File: config.mk
export PLATFORM = sky130hd
export DESIGN_NAME = issue_scoreboard_flat
export DESIGN_NICKNAME = d
export VERILOG_FILES = /design/src/rtl/issue_scoreboard_pkg.sv /design/src/rtl/issue_scoreboard_if.sv /design/src/rtl/issue_scoreboard_busy_table.sv /design/src/rtl/issue_scoreboard.sv /design/src/flat_wrapper.sv
export SDC_FILE = /design/constraint.sdc
export NUM_CORES = 1
export LEC_CHECK = 0
export BUFFER_PORTS_ARGS = -buffer_cell sky130_fd_sc_hd__buf_2
export CAP_MARGIN = 20
export CORE_MARGIN = 2
export CORE_UTILIZATION = 60
export CTS_CLUSTER_DIAMETER = 40
export DETAILED_ROUTE_END_ITERATION = 7
export GPL_TIMING_DRIVEN = 0
export PLACE_DENSITY = 0.8
export SKIP_CTS_REPAIR_TIMING = 1
export SLEW_MARGIN = 40
export SYNTH_ARGS = -nofsm -noshare
export SYNTH_HDL_FRONTEND = slang
export SYNTH_SLANG_ARGS = --single-unit
File: constraint.sdc
create_clock -name clock -period 10.16 [get_ports clock]
set_input_delay 2.54 -clock clock [delete_from_list [all_inputs] [get_ports clock]]
set_output_delay 2.54 -clock clock [all_outputs]
set_load 0.1 [all_outputs]
File: src/rtl/issue_scoreboard_pkg.sv
// rtl/issue_scoreboard_pkg.sv - shared pipeline constants, FSM state type and jump encoding
package issue_scoreboard_pkg;

  localparam int NUM_REGS = 64;
  localparam int IDX_W    = 6;

  typedef enum logic {
    RUN,
    FLUSH
  } sb_state_e;

  // Execution-stage pcjumpenable encoding; any non-zero code redirects the PC.
  localparam logic [1:0] PCJ_NONE     = 2'd0;
  localparam logic [1:0] PCJ_DIRECT   = 2'd1;
  localparam logic [1:0] PCJ_INDIRECT = 2'd2;
  localparam logic [1:0] PCJ_RETURN   = 2'd3;

  function automatic logic jump_from_pcj(input logic [1:0] pcj);
    return pcj != PCJ_NONE;
  endfunction

endpackage

File: src/rtl/issue_scoreboard_if.sv
// rtl/issue_scoreboard_if.sv - decoder/execution bundle seen by the issue scoreboard
interface issue_scoreboard_if #(
  parameter int IDX_W = issue_scoreboard_pkg::IDX_W,
  parameter int CNT_W = 16
);

  logic             issue_valid;
  logic [IDX_W-1:0] issue_src1;
  logic [IDX_W-1:0] issue_src2;
  logic [IDX_W-1:0] issue_src3;
  logic [2:0]       issue_src_en;
  logic [IDX_W-1:0] issue_dst1;
  logic [IDX_W-1:0] issue_dst2;
  logic [1:0]       issue_dst_en;
  logic             issue_ready;
  logic             exec_valid;
  logic             squash;
  logic             wb_wr1_enable;
  logic             wb_wr2_enable;
  logic [IDX_W-1:0] wb_wr1;
  logic [IDX_W-1:0] wb_wr2;
  logic             jump_taken;
  logic [CNT_W-1:0] stall_count;
  logic             busy_any;

  modport slave (
    input  issue_valid, issue_src1, issue_src2, issue_src3, issue_src_en,
    input  issue_dst1, issue_dst2, issue_dst_en,
    input  wb_wr1_enable, wb_wr2_enable, wb_wr1, wb_wr2, jump_taken,
    output issue_ready, exec_valid, squash, stall_count, busy_any
  );

  modport master (
    output issue_valid, issue_src1, issue_src2, issue_src3, issue_src_en,
    output issue_dst1, issue_dst2, issue_dst_en,
    output wb_wr1_enable, wb_wr2_enable, wb_wr1, wb_wr2, jump_taken,
    input  issue_ready, exec_valid, squash, stall_count, busy_any
  );

endinterface

File: src/rtl/issue_scoreboard_busy_table.sv
// rtl/issue_scoreboard_busy_table.sv - per-register pending-write bits
// One set port (two destinations), two clear ports, three read and two write-check ports.
module busy_table #(
  parameter int NUM_REGS = 64,
  parameter int IDX_W    = 6
) (
  input  logic                  clock,
  input  logic                  reset,
  input  logic [1:0]            set_en_i,
  input  logic [1:0][IDX_W-1:0] set_idx_i,
  input  logic [1:0]            clr_en_i,
  input  logic [1:0][IDX_W-1:0] clr_idx_i,
  input  logic [2:0][IDX_W-1:0] rd_idx_i,
  output logic [2:0]            rd_busy_o,
  input  logic [1:0][IDX_W-1:0] chk_idx_i,
  output logic [1:0]            chk_busy_o,
  output logic                  busy_any_o
);

  logic [NUM_REGS-1:0] busy_q;
  logic [NUM_REGS-1:0] busy_d;

  // Sets are applied after clears: a newly issued writer is younger than any completion.
  always_comb begin
    busy_d = busy_q;
    for (int i = 0; i < 2; i++) begin
      if (clr_en_i[i]) busy_d[clr_idx_i[i]] = 1'b0;
    end
    for (int i = 0; i < 2; i++) begin
      if (set_en_i[i]) busy_d[set_idx_i[i]] = 1'b1;
    end
  end

  always_ff @(posedge clock) begin
    if (reset) begin
      busy_q <= '0;
    end else begin
      busy_q <= busy_d;
    end
  end

  always_comb begin
    rd_busy_o  = '0;
    chk_busy_o = '0;
    for (int i = 0; i < 3; i++) rd_busy_o[i]  = busy_q[rd_idx_i[i]];
    for (int i = 0; i < 2; i++) chk_busy_o[i] = busy_q[chk_idx_i[i]];
  end

  assign busy_any_o = |busy_q;

endmodule

File: src/rtl/issue_scoreboard.sv
// rtl/issue_scoreboard.sv - RAW/WAW issue hold, post-jump squash window and stall counter
module issue_scoreboard
  import issue_scoreboard_pkg::*;
#(
  parameter int NUM_REGS     = issue_scoreboard_pkg::NUM_REGS,
  parameter int IDX_W        = issue_scoreboard_pkg::IDX_W,
  parameter int FLUSH_CYCLES = 2,
  parameter int CNT_W        = 16
) (
  input  logic                clock,
  input  logic                reset,
  issue_scoreboard_if.slave   bus
);

  localparam logic [2:0] FLUSH_LOAD = 3'(FLUSH_CYCLES - 1);

  sb_state_e        state_q;
  logic [2:0]       flush_cnt_q;
  logic [CNT_W-1:0] stall_q;

  logic [2:0] rd_busy;
  logic [1:0] chk_busy;
  logic       hazard;
  logic       in_run;
  logic       stall_inc;

  busy_table #(
    .NUM_REGS (NUM_REGS),
    .IDX_W    (IDX_W)
  ) u_busy_table (
    .clock      (clock),
    .reset      (reset),
    .set_en_i   ({2{bus.exec_valid}} & bus.issue_dst_en),
    .set_idx_i  ({bus.issue_dst2, bus.issue_dst1}),
    .clr_en_i   ({bus.wb_wr2_enable, bus.wb_wr1_enable}),
    .clr_idx_i  ({bus.wb_wr2, bus.wb_wr1}),
    .rd_idx_i   ({bus.issue_src3, bus.issue_src2, bus.issue_src1}),
    .rd_busy_o  (rd_busy),
    .chk_idx_i  ({bus.issue_dst2, bus.issue_dst1}),
    .chk_busy_o (chk_busy),
    .busy_any_o (bus.busy_any)
  );

  assign hazard    = |(rd_busy & bus.issue_src_en) | |(chk_busy & bus.issue_dst_en);
  assign in_run    = (state_q == RUN);
  assign stall_inc = in_run & bus.issue_valid & hazard & ~bus.jump_taken;

  assign bus.issue_ready = in_run & ~bus.jump_taken & ~hazard;
  assign bus.exec_valid  = bus.issue_valid & bus.issue_ready;
  assign bus.squash      = ~in_run | bus.jump_taken;
  assign bus.stall_count = stall_q;

  // The jump cycle itself is the first squashed cycle, so FLUSH lasts FLUSH_CYCLES-1 cycles.
  always_ff @(posedge clock) begin
    if (reset) begin
      state_q     <= RUN;
      flush_cnt_q <= '0;
      stall_q     <= '0;
    end else begin
      if (stall_inc && !(&stall_q)) begin
        stall_q <= stall_q + CNT_W'(1);
      end
      unique case (state_q)
        RUN: begin
          if (bus.jump_taken && FLUSH_CYCLES > 1) begin
            state_q     <= FLUSH;
            flush_cnt_q <= FLUSH_LOAD;
          end
        end
        FLUSH: begin
          if (bus.jump_taken) begin
            flush_cnt_q <= FLUSH_LOAD;
          end else if (flush_cnt_q <= 3'd1) begin
            flush_cnt_q <= '0;
            state_q     <= RUN;
          end else begin
            flush_cnt_q <= flush_cnt_q - 3'd1;
          end
        end
        default: begin
          state_q     <= RUN;
          flush_cnt_q <= '0;
        end
      endcase
    end
  end

endmodule

File: src/flat_wrapper.sv
// flat-port wrapper written by rule: the top's interface ports become plain ports
module issue_scoreboard_flat import issue_scoreboard_pkg::*;
#(
  parameter int NUM_REGS     = issue_scoreboard_pkg::NUM_REGS,
  parameter int IDX_W        = issue_scoreboard_pkg::IDX_W,
  parameter int FLUSH_CYCLES = 2,
  parameter int CNT_W        = 16
)
  (clock, reset, bus_issue_valid, bus_issue_src1, bus_issue_src2, bus_issue_src3, bus_issue_src_en, bus_issue_dst1, bus_issue_dst2, bus_issue_dst_en, bus_wb_wr1_enable, bus_wb_wr2_enable, bus_wb_wr1, bus_wb_wr2, bus_jump_taken, bus_issue_ready, bus_exec_valid, bus_squash, bus_stall_count, bus_busy_any);
  issue_scoreboard_if #(.IDX_W(IDX_W), .CNT_W(CNT_W)) bus_i ();
  input  logic clock;
  input  logic reset;
  input wire logic [$bits(bus_i.issue_valid)-1:0] bus_issue_valid;
  input wire logic [$bits(bus_i.issue_src1)-1:0] bus_issue_src1;
  input wire logic [$bits(bus_i.issue_src2)-1:0] bus_issue_src2;
  input wire logic [$bits(bus_i.issue_src3)-1:0] bus_issue_src3;
  input wire logic [$bits(bus_i.issue_src_en)-1:0] bus_issue_src_en;
  input wire logic [$bits(bus_i.issue_dst1)-1:0] bus_issue_dst1;
  input wire logic [$bits(bus_i.issue_dst2)-1:0] bus_issue_dst2;
  input wire logic [$bits(bus_i.issue_dst_en)-1:0] bus_issue_dst_en;
  input wire logic [$bits(bus_i.wb_wr1_enable)-1:0] bus_wb_wr1_enable;
  input wire logic [$bits(bus_i.wb_wr2_enable)-1:0] bus_wb_wr2_enable;
  input wire logic [$bits(bus_i.wb_wr1)-1:0] bus_wb_wr1;
  input wire logic [$bits(bus_i.wb_wr2)-1:0] bus_wb_wr2;
  input wire logic [$bits(bus_i.jump_taken)-1:0] bus_jump_taken;
  output wire logic [$bits(bus_i.issue_ready)-1:0] bus_issue_ready;
  output wire logic [$bits(bus_i.exec_valid)-1:0] bus_exec_valid;
  output wire logic [$bits(bus_i.squash)-1:0] bus_squash;
  output wire logic [$bits(bus_i.stall_count)-1:0] bus_stall_count;
  output wire logic [$bits(bus_i.busy_any)-1:0] bus_busy_any;
  assign bus_i.issue_valid = bus_issue_valid;
  assign bus_i.issue_src1 = bus_issue_src1;
  assign bus_i.issue_src2 = bus_issue_src2;
  assign bus_i.issue_src3 = bus_issue_src3;
  assign bus_i.issue_src_en = bus_issue_src_en;
  assign bus_i.issue_dst1 = bus_issue_dst1;
  assign bus_i.issue_dst2 = bus_issue_dst2;
  assign bus_i.issue_dst_en = bus_issue_dst_en;
  assign bus_i.wb_wr1_enable = bus_wb_wr1_enable;
  assign bus_i.wb_wr2_enable = bus_wb_wr2_enable;
  assign bus_i.wb_wr1 = bus_wb_wr1;
  assign bus_i.wb_wr2 = bus_wb_wr2;
  assign bus_i.jump_taken = bus_jump_taken;
  assign bus_issue_ready = bus_i.issue_ready;
  assign bus_exec_valid = bus_i.exec_valid;
  assign bus_squash = bus_i.squash;
  assign bus_stall_count = bus_i.stall_count;
  assign bus_busy_any = bus_i.busy_any;
  issue_scoreboard #(.NUM_REGS(NUM_REGS), .IDX_W(IDX_W), .FLUSH_CYCLES(FLUSH_CYCLES), .CNT_W(CNT_W)) u_core (.clock(clock), .reset(reset), .bus(bus_i));
endmodule
==> results of run 1 <==
where the power goes:
part           internal [mW]  switching [mW]  leakage [nW]
registers              0.331         0.00335         0.677
clock network          0.195           0.155         0.149
logic                 0.0526           0.127          2.15
total                  0.578           0.286          2.97
cell families (layout without fill, tap and decap cells):
family / Yosys count / count (layout) / share of synthesized area
flip-flops: 84 / 84 / 0.2084
buffers and inverters: 102 / 171 / 0.05319
other: 0 / 1 / 0
AND/OR/NAND/NOR: 413 / 413 / 0.2841
adder cells (fa/ha/maj): 3 / 3 / 0.004652
AO/OA/AOI/OAI: 271 / 271 / 0.2320
multiplexers: 110 / 110 / 0.2177
flip-flops by register name (all words and copies together), names as in the netlist:
signal                      cells
u_core.bus.stall_count         16
u_core.flush_cnt_q              3
u_core.state_q                  1
u_core.u_busy_table.busy_q     64
tightest hold or removal path, cell delays in order (launching register included):
cell	delay, ns
dfxtp_1	0.33
o31ai_1	0.07
a21oi_1	0.06
per-stage QoR:
step / hold WS, ns / power (mW) / std cells / util / cell area (µm²)
6_report: 0.4996 / 0.8636 / 1229 / 0.6762 / 8920
5_1_grt: 0.5239 / 0.8807 / 1229 / 0.6762 / 8920
4_1_cts: 0.4960 / 0.8501 / 1228 / 0.6761 / 8917
3_5_place_dp: 0.4818 / 0.5140 / 1212 / 0.6529 / 8612
3_3_place_gp: 0.4798 / 0.5112 / 1212 / 0.6485 / 8554
2_1_floorplan: 0.4975 / 0.4602 / 983 / - / 8069
worst max-delay path by stage:
stage,start,to,cells after the start
after floorplan,bus_issue_src3[1],bus_exec_valid,10
after global placement,bus_issue_src2[1],bus_exec_valid,11
after detailed placement,bus_issue_src1[0],bus_exec_valid,11
after CTS,bus_issue_src1[0],bus_exec_valid,11
after global routing,bus_issue_src1[1],bus_exec_valid,11
final,bus_issue_src1[1],bus_exec_valid,11
cell type report:
| type | instances | area (µm²) | share of cell area |
|---|---|---|---|
| well taps | 176 | 220.2 | 0.02469 |
| flip-flops and latches | 84 | 1682 | 0.1885 |
| plain buffers | 86 | 369.1 | 0.04138 |
| clock inverters | 7 | 80.08 | 0.008977 |
| clock buffers | 9 | 225.2 | 0.02525 |
| diodes | 1 | 2.502 | 0.0002805 |
| repair buffers | 53 | 265.3 | 0.02974 |
| multi-input cells | 797 | 6016 | 0.6744 |
| inverters | 16 | 60.06 | 0.006733 |
cell usage after synthesis (5+ instances only):
master / count / area, µm²
o211ai_1: 7 / 52.55
nand2_1: 79 / 296.5
nor2_1: 75 / 281.5
and2_1: 15 / 93.84
inv_1: 16 / 60.06
or4_1: 6 / 45.04
a21oi_1: 41 / 205.2
buf_2: 16 / 80.08
mux4_2: 50 / 1126
buf_1: 15 / 56.30
dfxtp_1: 84 / 1682
nand2b_1: 19 / 118.9
and3_1: 5 / 31.28
a31oi_1: 27 / 168.9
clkbuf_1: 50 / 187.7
mux2i_1: 36 / 360.4
nor2b_1: 25 / 156.4
a221oi_1: 43 / 376.6
nor3_1: 28 / 140.1
nand4_1: 31 / 193.9
or3_1: 13 / 81.33
o21ai_0: 60 / 300.3
a22oi_1: 6 / 45.04
a211oi_1: 8 / 60.06
a221o_1: 7 / 70.07
o221ai_1: 12 / 105.1
o22ai_1: 21 / 131.4
o31ai_1: 6 / 45.04
nor3b_1: 26 / 195.2
mux2_2: 24 / 270.3
nand3_1: 25 / 125.1
nor4_1: 19 / 118.9
nand3b_1: 16 / 120.1
and3b_1: 5 / 43.79
layer usage:
metal | global-route usage | vias to the layer above | wire [µm]
li1 | - | 4031 | -
met1 | 0.6189 | 4356 | 12310
met2 | 0.6914 | 898 | 14230
met3 | 0.2391 | 287 | 6111
met4 | 0.3235 | 2 | 3109
met5 | 0 | - | 13
==> run metrics, run 1 <==
#FFs+latches synth=84; WL final=35.77 mm; LEAKAGE=2.973 nW; Post-synth EDFFs=0; Cells after Synth=983; cell repeated most along the worst path=clkbuf_1; Fmax=110.3 MHz; chip height=120.0 µm; vias=9574; YS warnings=0; hold path cells=2; crit path DAT=6.53 ns; DR WL/cell=29.10 µm; RSZ-0062 raised after global routing=false; maximum vdd drop=0.1286 mV; Min-Delay Endpoint=u_core.bus.stall_count[5]; Clock Path Buffers=2; commonest non-fill, non-tap cells in the layout=dfxtp_1, nand2_1, nor2_1; initial antenna violation count=3; Syn Nets=1039; RR Startpoint=u_core.u_busy_table.busy_q[28]; number of I/O port buffers=53; Tmin final=9.067 ns; actual slew at the worst max-slew pin=0.8064 ns; ys async rst share=0; Crit. End Element=output port; GRT Util Overall=0.5008; first-pass GRT wire length=53.85 mm; critical path required time=7.62 ns; worst hold path class=flip-flop to flip-flop; Critical Path Max Stage Delay=0.59 ns; reg2reg setup slack=6.42 ns; setup TNS=0 ns; Detailed Routing Iterations Pass 1=7; worst min-delay path startpoint=u_core.bus.stall_count[5]; gpl congestion=1.100; commonest non-fill, non-tap cell in the layout=dfxtp_1; nets@finish=1103; clk slew on worst S/H paths=0.07 ns; worst relative slew slack=0.4604; Slew Viols, Final=0; Area Growth Syn to Fin=10.54%; core box area=13190 µm²; Crit-path slowest cell=nor4_4; clk sinks=84; CP Buf/Inv Count=4; CTS Root Cell=clkbuf_16; clock latency on the worst-skew pair=0.36 ns; Max-Cap Viols=0; Period Utilization, post-route=0.8924; Syn Area/Cell=8.209 µm²; drt first-iter violations=1853; largest delay contributor family on the critical path=buffers and inverters; outcome=completed; gr ovfl total=0; worst-case reg-to-reg path depth=9; DRC Markers=0; final hold violations=0; Synth Cell Area=8069 µm²; CP startpoint kind=input port; hpwl dp=25.14 mm; Fin Clk Skew=0.01234 ns; CTS H-tree depth=3; largest net degree at the start of global routing=17; Post-synth top flop=dfxtp_1; crit-path cells=clkbuf_1 > clkbuf_1 > mux4_2 > a211oi_1 > o211ai_1 > nand4_1 > nand3_1 > nor4_4 > clkbuf_1 > and2_1 > buf_2; TritonCTS clock tree=done; worst setup margin=1.093 ns; PwrDens=96.82 nW/µm²; worst reg2reg path endpoint=u_core.u_busy_table.busy_q[27]; CTS buffer count=9; Synth cell types=65; Top Ports=73; share of post-route cells with drive strength above 1=0.1806; Layout fillers=1190; Final ANT Viol Nets=0; DR vias/cell=7.790; Crit Path Max Fanout=10; die area=14390 µm²; # rows=42; Place WS=1.198 ns; vias in the first global route=8806; Final Setup Violations=0; Initial Utilization=0.6117; critical path class=input port to output port; Die Wd=120.0 µm; sequential share of the synthesized area=0.2084
(Power assumes the default switching activity.)
==> run 2: changes to the inputs <==
--- a/config.mk
+++ b/config.mk
@@ -12,7 +12,7 @@
 export CTS_CLUSTER_DIAMETER = 40
 export DETAILED_ROUTE_END_ITERATION = 7
 export GPL_TIMING_DRIVEN = 0
-export PLACE_DENSITY = 0.8
+export PLACE_DENSITY_LB_ADDON = 0.25
 export SKIP_CTS_REPAIR_TIMING = 1
 export SLEW_MARGIN = 40
 export SYNTH_ARGS = -nofsm -noshare
==> run 2 against run 1 <==
The run now ends with DRC left; highest routed layer unchanged; maximum frequency up 0.41%; critical path depth unchanged; first-iteration DRC count is 10% higher; largest power group is now sequential cells.
==> run metrics, run 2 (synthesized netlist as in run 1, its figures left out) <==
outcome=complete, but fails checks; failing checks=DRC; worst hold path class=flip-flop to flip-flop; clk slew on worst S/H paths=0.07 ns (about the same); Fmax=110.7 MHz (+0.41%); Die Wd=120.0 µm (unchanged); Stages on worst setup path=11 (unchanged); DR WL/cell=29.69 µm (+2.0%); RSZ-0062 raised after global routing=false; largest net degree at the start of global routing=17 (unchanged); worst reg2reg path endpoint=u_core.u_busy_table.busy_q[42]; drt first-iter violations=2041 (+10%); CTS buffer count=9 (unchanged); Biggest register=u_core.u_busy_table.busy_q; largest delay contributor family on the critical path=buffers and inverters; Crit-path slowest cell=a2111oi_1; Final ANT Viol Nets=0 (unchanged); Crit Path Max Fanout=10 (unchanged); vias in the first global route=8825 (+0.22%); Fin Clk Skew=0.01008 ns (-0.002260 ns); TritonCTS clock tree=done; Clock Path Buffers=2 (unchanged); maximum vdd drop=0.1517 mV (+18%); CP startpoint kind=input port; Initial Utilization=0.6117 (unchanged); worst min-delay path startpoint=u_core.bus.stall_count[5]; critical path class=input port to output port; Detailed Routing Iterations Pass 1=8 (+1); die area=14390 µm² (unchanged); actual slew at the worst max-slew pin=0.9244 ns (+0.1180 ns); Min-Delay Endpoint=u_core.bus.stall_count[5]; commonest non-fill, non-tap cells in the layout=dfxtp_1, nand2_1, nor2_1; commonest non-fill, non-tap cell in the layout=dfxtp_1; core box area=13190 µm² (unchanged); first-pass GRT wire length=54.28 mm (+0.81%); RR Startpoint=u_core.u_busy_table.busy_q[20]; CP Buf/Inv Count=4 (unchanged); CTS H-tree depth=3 (unchanged); Tmin final=9.030 ns (-0.03694 ns); share of post-route cells with drive strength above 1=0.1787 (-0.001901); Tot Pwr=0.8457 mW (-2.1%); # rows=42 (unchanged); number of I/O port buffers=53 (unchanged); PwrDens=95.02 nW/µm² (-1.9%); max reg flops=64 (unchanged); crit path DAT=6.49 ns (-0.04 ns); crit-path cells=buf_2 > clkbuf_1 > mux4_2 > mux2i_1 > nor2_1 > a2111oi_1 > nor2_1 > nor4_4 > clkbuf_1 > and2_1 > buf_2; GRT Util Overall=0.5089 (+0.008166); initial antenna violation count=2 (-1); hold path cells=2 (unchanged); DRC Markers=10 (+10); gr ovfl total=0 (unchanged); setup TNS=0 ns (unchanged); critical path required time=7.62 ns (about the same); reg2reg setup slack=6.14 ns (-0.28 ns); Critical Path Max Stage Delay=0.83 ns (+0.24 ns); clock latency on the worst-skew pair=0.36 ns (about the same); Period Utilization, post-route=0.8888 (-0.003636); gpl congestion=1.075 (-2.3%); Top Ports=73 (unchanged); worst relative slew slack=0.3822 (-0.07824); CTS Root Cell=clkbuf_16; Layout fillers=1184 (-0.50%); DR vias/cell=8.012 (+2.9%); Area Growth Syn to Fin=10.30%; chip height=120.0 µm (unchanged); worst-case reg-to-reg path depth=8 (-1); hpwl dp=25.50 mm (+1.5%); clk sinks=84 (unchanged); Place WS=1.198 ns (-0.00001000 ns); Final Setup Violations=0 (unchanged); vias=9855 (+2.9%); LEAKAGE=2.963 nW (-0.32%); worst setup margin=1.130 ns (+0.03694 ns); final hold violations=0 (unchanged); Crit. End Element=output port; Slew Viols, Final=0 (unchanged); nets@finish=1103 (unchanged); WL final=36.52 mm (+2.1%); Max-Cap Viols=0 (unchanged); hold slack=0.5033 ns (+0.003690 ns)
## run 2: layout make-up
type | instances | area (µm²) | area share
timing repair buffer | 53 | 265.3 | 0.02980
clock buffer | 10 | 239.0 | 0.02685
buffer | 86 | 369.1 | 0.04147
tap | 176 | 220.2 | 0.02474
multi-input combinational | 797 | 6006 | 0.6748
sequential | 84 | 1682 | 0.1889
antenna | 2 | 5.005 | 0.0005624
clock inverter | 6 | 53.80 | 0.006045
inverter | 16 | 60.06 | 0.006748
## run 2: worst register-to-register path: cells and delay by family (launching register included)
| family | cells | cell delay (ns) |
|---|---|---|
| AO/OA/AOI/OAI | 4 | 1.55 |
| AND/OR/NAND/NOR | 3 | 1.29 |
| multiplexers | 1 | 0.55 |
| flip-flops | 1 | 0.53 |
## run 2: worst max-delay path by stage
stage | slack (ns) | startpoint | endpoint
final | 1.13 | bus_issue_src2[1] | bus_issue_ready
after global routing | 0.78 | bus_issue_src1[1] | bus_exec_valid
after detailed placement | 1.20 | bus_issue_src1[1] | bus_exec_valid
after floorplan | 1.86 | bus_issue_src3[1] | bus_exec_valid
after global placement | 1.14 | bus_issue_src2[1] | bus_exec_valid
after CTS | 1.20 | bus_issue_src1[0] | bus_exec_valid
## run 2: where the power goes
| part | switching [mW] | internal [mW] | total [mW] |
|---|---|---|---|
| logic | 0.128 | 0.0525 | 0.181 |
| registers | 0.00353 | 0.331 | 0.334 |
| clock network | 0.154 | 0.177 | 0.331 |
## run 2: per-stage QoR
| step | std cells | utilization | cell area, µm² |
|---|---|---|---|
| 3_3_place_gp | 1212 | 0.6485 | 8554 |
| 3_5_place_dp | 1212 | 0.6518 | 8597 |
| 5_1_grt | 1228 | 0.6744 | 8895 |
| 4_1_cts | 1228 | 0.6740 | 8890 |
| 6_report | 1230 | 0.6747 | 8900 |
| 2_1_floorplan | 983 | - | 8069 |
## run 2: layer usage
layer | GRT usage | wire length, µm
met5 | 0.04044 | 134
met4 | 0.2978 | 3348
met3 | 0.2120 | 6139
met2 | 0.7184 | 14310
met1 | 0.6449 | 12580
